## config.mk

```make
export PLATFORM = sky130hd
export DESIGN_NAME = hazard_ctrl
export DESIGN_NICKNAME = d
export VERILOG_FILES = /design/src/rtl/hazard_ctrl.sv
export SDC_FILE = /design/constraint.sdc
export NUM_CORES = 1
export LEC_CHECK = 0
export ABC_AREA = 1
export CAP_MARGIN = 20
export CORE_AREA = 2 2 74 76
export DETAILED_ROUTE_END_ITERATION = 10
export DIE_AREA = 0 0 76 78
export PLACE_DENSITY_LB_ADDON = 0.25
export SLEW_MARGIN = 25
export SYNTH_ARGS = -nofsm -noshare
export SYNTH_HDL_FRONTEND = slang
export SYNTH_SLANG_ARGS = --single-unit
```

## constraint.sdc

```tcl
create_clock -name clk -period 2.1 [get_ports clk]
set_input_delay 0.21 -clock clk [delete_from_list [all_inputs] [get_ports clk]]
set_output_delay 0.21 -clock clk [all_outputs]
set_load 0.05 [all_outputs]
```

## src/rtl/hazard_ctrl.sv

```systemverilog
// Hazard and halt controller for the 16-bit RISC core ID stage.
// Drives PC/IF-ID enables, flushes and ID/EX bubbles, and drains the pipeline on halt.
module hazard_ctrl #(
   parameter int OP_CODE_SIZE  = 4,
   parameter int REG_ADDR_BITS = 3,
   parameter int DRAIN_CYCLES  = 3,
   parameter int CNT_W         = 16
) (
   input  logic                     clk,
   input  logic                     rst,
   input  logic [OP_CODE_SIZE-1:0]  id_opcode,
   input  logic [REG_ADDR_BITS-1:0] id_rs,
   input  logic [REG_ADDR_BITS-1:0] id_rt,
   input  logic                     id_jump,
   input  logic                     ex_mem_read,
   input  logic [REG_ADDR_BITS-1:0] ex_rt,
   input  logic                     ex_branch_taken,
   input  logic                     halt_req,
   output logic                     pc_write,
   output logic                     if_id_write,
   output logic                     if_id_flush,
   output logic                     id_ex_bubble,
   output logic                     halt_ack,
   output logic [CNT_W-1:0]         stall_cnt,
   output logic [CNT_W-1:0]         flush_cnt,
   output logic [1:0]               state
);

   typedef enum logic [1:0] {
      s_run    = 2'd0,
      s_drain  = 2'd1,
      s_halted = 2'd2,
      s_bad    = 2'd3
   } state_t;

   localparam int DW = (DRAIN_CYCLES > 1) ? $clog2(DRAIN_CYCLES) : 1;
   localparam logic [DW-1:0]           DRAIN_LAST = DW'(DRAIN_CYCLES - 1);
   localparam logic [OP_CODE_SIZE-1:0] OP_LW      = '0;
   localparam logic [OP_CODE_SIZE-1:0] OP_J       = OP_CODE_SIZE'(13);

   state_t         cur_state;
   state_t         next_state;
   logic [DW-1:0]  drain_cnt;
   logic           uses_rs;
   logic           uses_rt;
   logic           lu;
   logic           br;
   logic           stall_evt;

   // Register-use decode: undefined opcodes decode as data processing and read both.
   assign uses_rs = (id_opcode != OP_J);
   assign uses_rt = (id_opcode != OP_J) && (id_opcode != OP_LW);

   assign lu = ex_mem_read &
               (((ex_rt == id_rs) & uses_rs) | ((ex_rt == id_rt) & uses_rt));
   assign br = ex_branch_taken;

   assign state = cur_state;

   // NOTE: every output and next_state is given a default before the case so
   // no path through this block leaves a signal unassigned and infers a latch.
   always_comb begin
      next_state   = cur_state;
      pc_write     = 1'b1;
      if_id_write  = 1'b1;
      if_id_flush  = 1'b0;
      id_ex_bubble = 1'b0;
      stall_evt    = 1'b0;

      case (cur_state)
         s_drain, s_halted: begin
            // The ID instruction is held so it reissues after the halt ends.
            pc_write     = 1'b0;
            if_id_write  = 1'b0;
            id_ex_bubble = 1'b1;
            if (br) begin
               pc_write    = 1'b1;
               if_id_flush = 1'b1;
            end
            if (cur_state == s_drain) begin
               if (drain_cnt == DRAIN_LAST) next_state = s_halted;
            end else if (!halt_req) begin
               next_state = s_run;
            end
         end

         default: begin
            // RUN and the unreachable encoding share outputs; halt_req only
            // steers next_state here, never the hazard outputs.
            if (br) begin
               if_id_flush  = 1'b1;
               id_ex_bubble = 1'b1;
            end else if (lu) begin
               pc_write     = 1'b0;
               if_id_write  = 1'b0;
               id_ex_bubble = 1'b1;
               stall_evt    = 1'b1;
            end else if (id_jump) begin
               if_id_flush  = 1'b1;
            end

            if (cur_state == s_bad)      next_state = s_run;
            else if (halt_req && !br)    next_state = s_drain;
         end
      endcase

      if (rst) begin
         pc_write     = 1'b0;
         if_id_write  = 1'b0;
         if_id_flush  = 1'b0;
         id_ex_bubble = 1'b1;
         stall_evt    = 1'b0;
      end
   end

   // NOTE: sequential state uses non-blocking assignments so every flop samples
   // pre-edge values regardless of statement order.
   always_ff @(posedge clk or posedge rst) begin
      if (rst) begin
         cur_state <= s_run;
         halt_ack  <= 1'b0;
      end else begin
         cur_state <= next_state;
         halt_ack  <= (next_state == s_halted);
      end
   end

   always_ff @(posedge clk or posedge rst) begin
      if (rst) begin
         drain_cnt <= '0;
      end else if (cur_state != s_drain) begin
         drain_cnt <= '0;
      end else if (drain_cnt != DRAIN_LAST) begin
         drain_cnt <= drain_cnt + 1'b1;
      end
   end

   // Bring-up event counters saturate rather than wrap.
   always_ff @(posedge clk or posedge rst) begin
      if (rst) begin
         stall_cnt <= '0;
         flush_cnt <= '0;
      end else begin
         if (stall_evt && (stall_cnt != {CNT_W{1'b1}}))
            stall_cnt <= stall_cnt + 1'b1;
         if (if_id_flush && (flush_cnt != {CNT_W{1'b1}}))
            flush_cnt <= flush_cnt + 1'b1;
      end
   end

endmodule

```

==> impl_metrics.env <==
export IMPL_top_level_ports=58
export IMPL_die_area_mm2=0.00593
export IMPL_antenna_found_initial=0
export IMPL_clk_latency_ns=0.28
export IMPL_fp_dieW_um=76
export IMPL_drt_wl_total_um=5790
export IMPL_synth_top_area_share_pct=37.1
export IMPL_max_slew_margin_rel_pct=66.3
export IMPL_hold_ws_ns=0.365
export IMPL_critPathArrivalTime_ns=1.73
export IMPL_hpwl_um=4450
export IMPL_period_share_pct=92.3
export IMPL_busiest_layer="met2"
export IMPL_cp_start_kind="flip-flop"
export IMPL_crit_fanout=4
export IMPL_drcViolationCount=0
export IMPL_status="complete, no violations"
export IMPL_drtIter0Drc=123
export IMPL_cts_path_max_buffers=2
export IMPL_dp_cells=488
export IMPL_start_util_pct=49.5
export IMPL_drv_slew=0
export IMPL_synthFlopType="dfrtp_1"
export IMPL_cts_sinks=37
export IMPL_synth_top_family_by_area="simple AND/OR/NAND/NOR gates"
export IMPL_cts_tree="built"
export IMPL_setup_viol=0
export IMPL_use_met2_pct=38.1
export IMPL_grt_remaining_overflow=0
export IMPL_synth_edff_count=0
export IMPL_slowest_stage="dfrtp_2"
export IMPL_fin_setup_tns_ns=0
export IMPL_ys_seq_area_share_pct=37.1
export IMPL_path_cells="inv_1, ha_1, nand2_1, a21oi_2, nand2_1, clkinvlp_4, buf_12"
export IMPL_rsz0062_at_grt="no"
export IMPL_slowest_delay_ns=0.41
export IMPL_syn_num_nets=384
export IMPL_drive_above_1_share_pct=7.53
export IMPL_syn_inst=360
export IMPL_viasPerCell=4.96
export IMPL_synthXorXnorAreaFrac_pct=7.72
export IMPL_grtUsageTotal_pct=20.9
export IMPL_synthMuxAreaShare_pct=0
export IMPL_critical_path_required_ns=1.89
export IMPL_grt_pass1_wl_um=10200
export IMPL_syn_to_final_growth_pct=31.0
export IMPL_min_period_ns=1.94
export IMPL_htree_num_levels=2
export IMPL_maxCapViolations=0
export IMPL_synth_area_leaders="dfrtp_1 37%, nand2_1 21%, nor2_1 6.5%"
export IMPL_async_reset_ff_share_pct=100
export IMPL_grtUsageMet3_pct=3.49
export IMPL_synth_area_mm2=0.00249
export IMPL_power_density_mw_per_mm2=932
export IMPL_fin_ws_ns=0.162
export IMPL_max_freq_mhz=516
export IMPL_detail_route_wl_per_cell_um=11.7
export IMPL_p_leak_nw=1.56
export IMPL_power_mw=3.05
export IMPL_rr_worst_depth=7
export IMPL_cts_clk_slew_worst_paths_ns=0.07
export IMPL_portBuffers=57
export IMPL_ys_warn_count=0
export IMPL_via_count=2457
export IMPL_cts_root_buf="clkbuf_8"
export IMPL_pre_cts_ws_ns=0.227
export IMPL_finClkSkew_ns=0.00508
export IMPL_grtUsageMet1_pct=25.3
export IMPL_ir_drop_mv=0.588
export IMPL_worst_path_most_repeated_cell="nand2_1"
export IMPL_nets=449
export IMPL_grt_max_degree=25
export IMPL_antennaDiodeCount=0
export IMPL_die_y_um=78
export IMPL_layout_cells_non_filler=495
export IMPL_core_area_mm2=0.00504
export IMPL_first_pass_iters=4
export IMPL_synth_fa_ha_area_share_pct=2.51
export IMPL_placed_area_mm2=0.00319
export IMPL_ant_nets=0
export IMPL_endpoint_kind="primary output"
export IMPL_fin_util_pct=64.8
export IMPL_grt_pass1_vias=2315
export IMPL_netlist_cell_type_count=26
export IMPL_final_area_mm2=0.00327
export IMPL_gp_congestion=0.862
export IMPL_worst_pin_slew_ns=0.504
export IMPL_yosys_area_share_simple_pct=40.9
export IMPL_synth_top_cell_by_area="dfrtp_1"
export IMPL_post_synth_cell_area_avg_um2=6.93
export IMPL_criticalPathCategory="reg -> out"
export IMPL_synth_compound_area_share_pct=3.61
export IMPL_holdCritPathClass="in -> async"
export IMPL_yosys_register_bits=37
export IMPL_hold_viol=0
export IMPL_numCtsBuffers=5
export IMPL_row_count=26
==> repair_timing <==
| item | in CTS | in global routing |
|---|---|---|
| resized for setup | 0 | 1 |
| buffers inserted | 0 | 0 |
| hold buffers | 0 | 0 |
| endpoints found under the setup margin | 0 | 1 |
==> flip-flops by register name, indices dropped and copies added, names as in the netlist <==
name       cells
stall_cnt     16
state          2
drain_cnt      2
halt_ack       1
flush_cnt     16
==> placed cells by master (no fill, tap or decap), types with 2 or more instances in the layout <==
cell / count
buf_12: 3
buf_4: 8
clkbuf_8: 5
clkdlybuf4s50_1: 53
dfrtp_1: 36
ha_1: 5
inv_1: 39
nand2_1: 140
nand2_2: 2
nand3_1: 12
nand3_2: 2
nand3_4: 2
nand4_1: 20
nor2_1: 42
nor2_2: 2
nor2_4: 2
nor3_1: 7
o21ai_0: 6
o21ai_1: 6
xnor2_1: 7
xor2_1: 15
==> worst paths after layout <==
path                              start             to  slack (ns)
setup / recovery               state[1]    if_id_flush        0.16
hold / removal                      rst  stall_cnt[10]        0.36
setup reg to reg           flush_cnt[0]   flush_cnt[3]        0.20
hold reg to reg            drain_cnt[1]   drain_cnt[1]        0.49
max in group asynchronous           rst   flush_cnt[0]        1.42
min in group clk           drain_cnt[1]   drain_cnt[1]        0.49
==> kinds of logic (layout without fill, tap and decap cells) <==
family                     after synthesis  in the layout
and+or+nand+nor                        233            233
AOI/OAI and AO/OA                       16             16
DFF                                     37             37
buffers and inverters                   47            112
xor gates and xnor gates                22             22
adders and majority gates                5              5
==> per-layer routing <==
metal	up-vias	share of wire [%]
li1	1260	-
met1	1142	44
met2	47	50
met3	8	4.0
met4	0	1.3
met5	-	0
==> worst max-delay path, delay by kind of cell (launching register included) <==
family | cells | cell delay, ns
adders and majority gates | 1 | 0.30
DFF | 1 | 0.41
buffers and inverters | 3 | 0.31
and+or+nand+nor | 2 | 0.20
AOI/OAI and AO/OA | 1 | 0.23
==> synth_stat cells (2+ instances only) <==
| master | number |
|---|---|
| dfrtp_1 | 37 |
| nand3_1 | 12 |
| inv_1 | 40 |
| nand3_2 | 2 |
| o21ai_0 | 6 |
| nor2_1 | 43 |
| o21ai_1 | 6 |
| nand4_1 | 20 |
| nor2_4 | 2 |
| ha_1 | 5 |
| nand3_4 | 2 |
| buf_2 | 3 |
| nand2_1 | 140 |
| xnor2_1 | 7 |
| nand2_2 | 2 |
| buf_6 | 3 |
| xor2_1 | 15 |
| nor3_1 | 7 |
==> report_power, final <==
group / switching [mW] / leakage [nW] / total, mW / internal [mW]
clock: 0.242 / 0.0410 / 0.468 / 0.226
combinational: 1.02 / 1.03 / 1.56 / 0.540
sequential: 0.160 / 0.487 / 1.02 / 0.862
==> final cells by class <==
cell class	count	area (µm²)
well taps	70	87.6
clock inverters	1	5.00
repair buffers	64	651
inverters	41	158
fillers	445	1770
flip-flops and latches	37	927
clock buffers	6	72.6
multi-input cells	276	1370
Note: power is estimated with default switching activity, not from simulation.
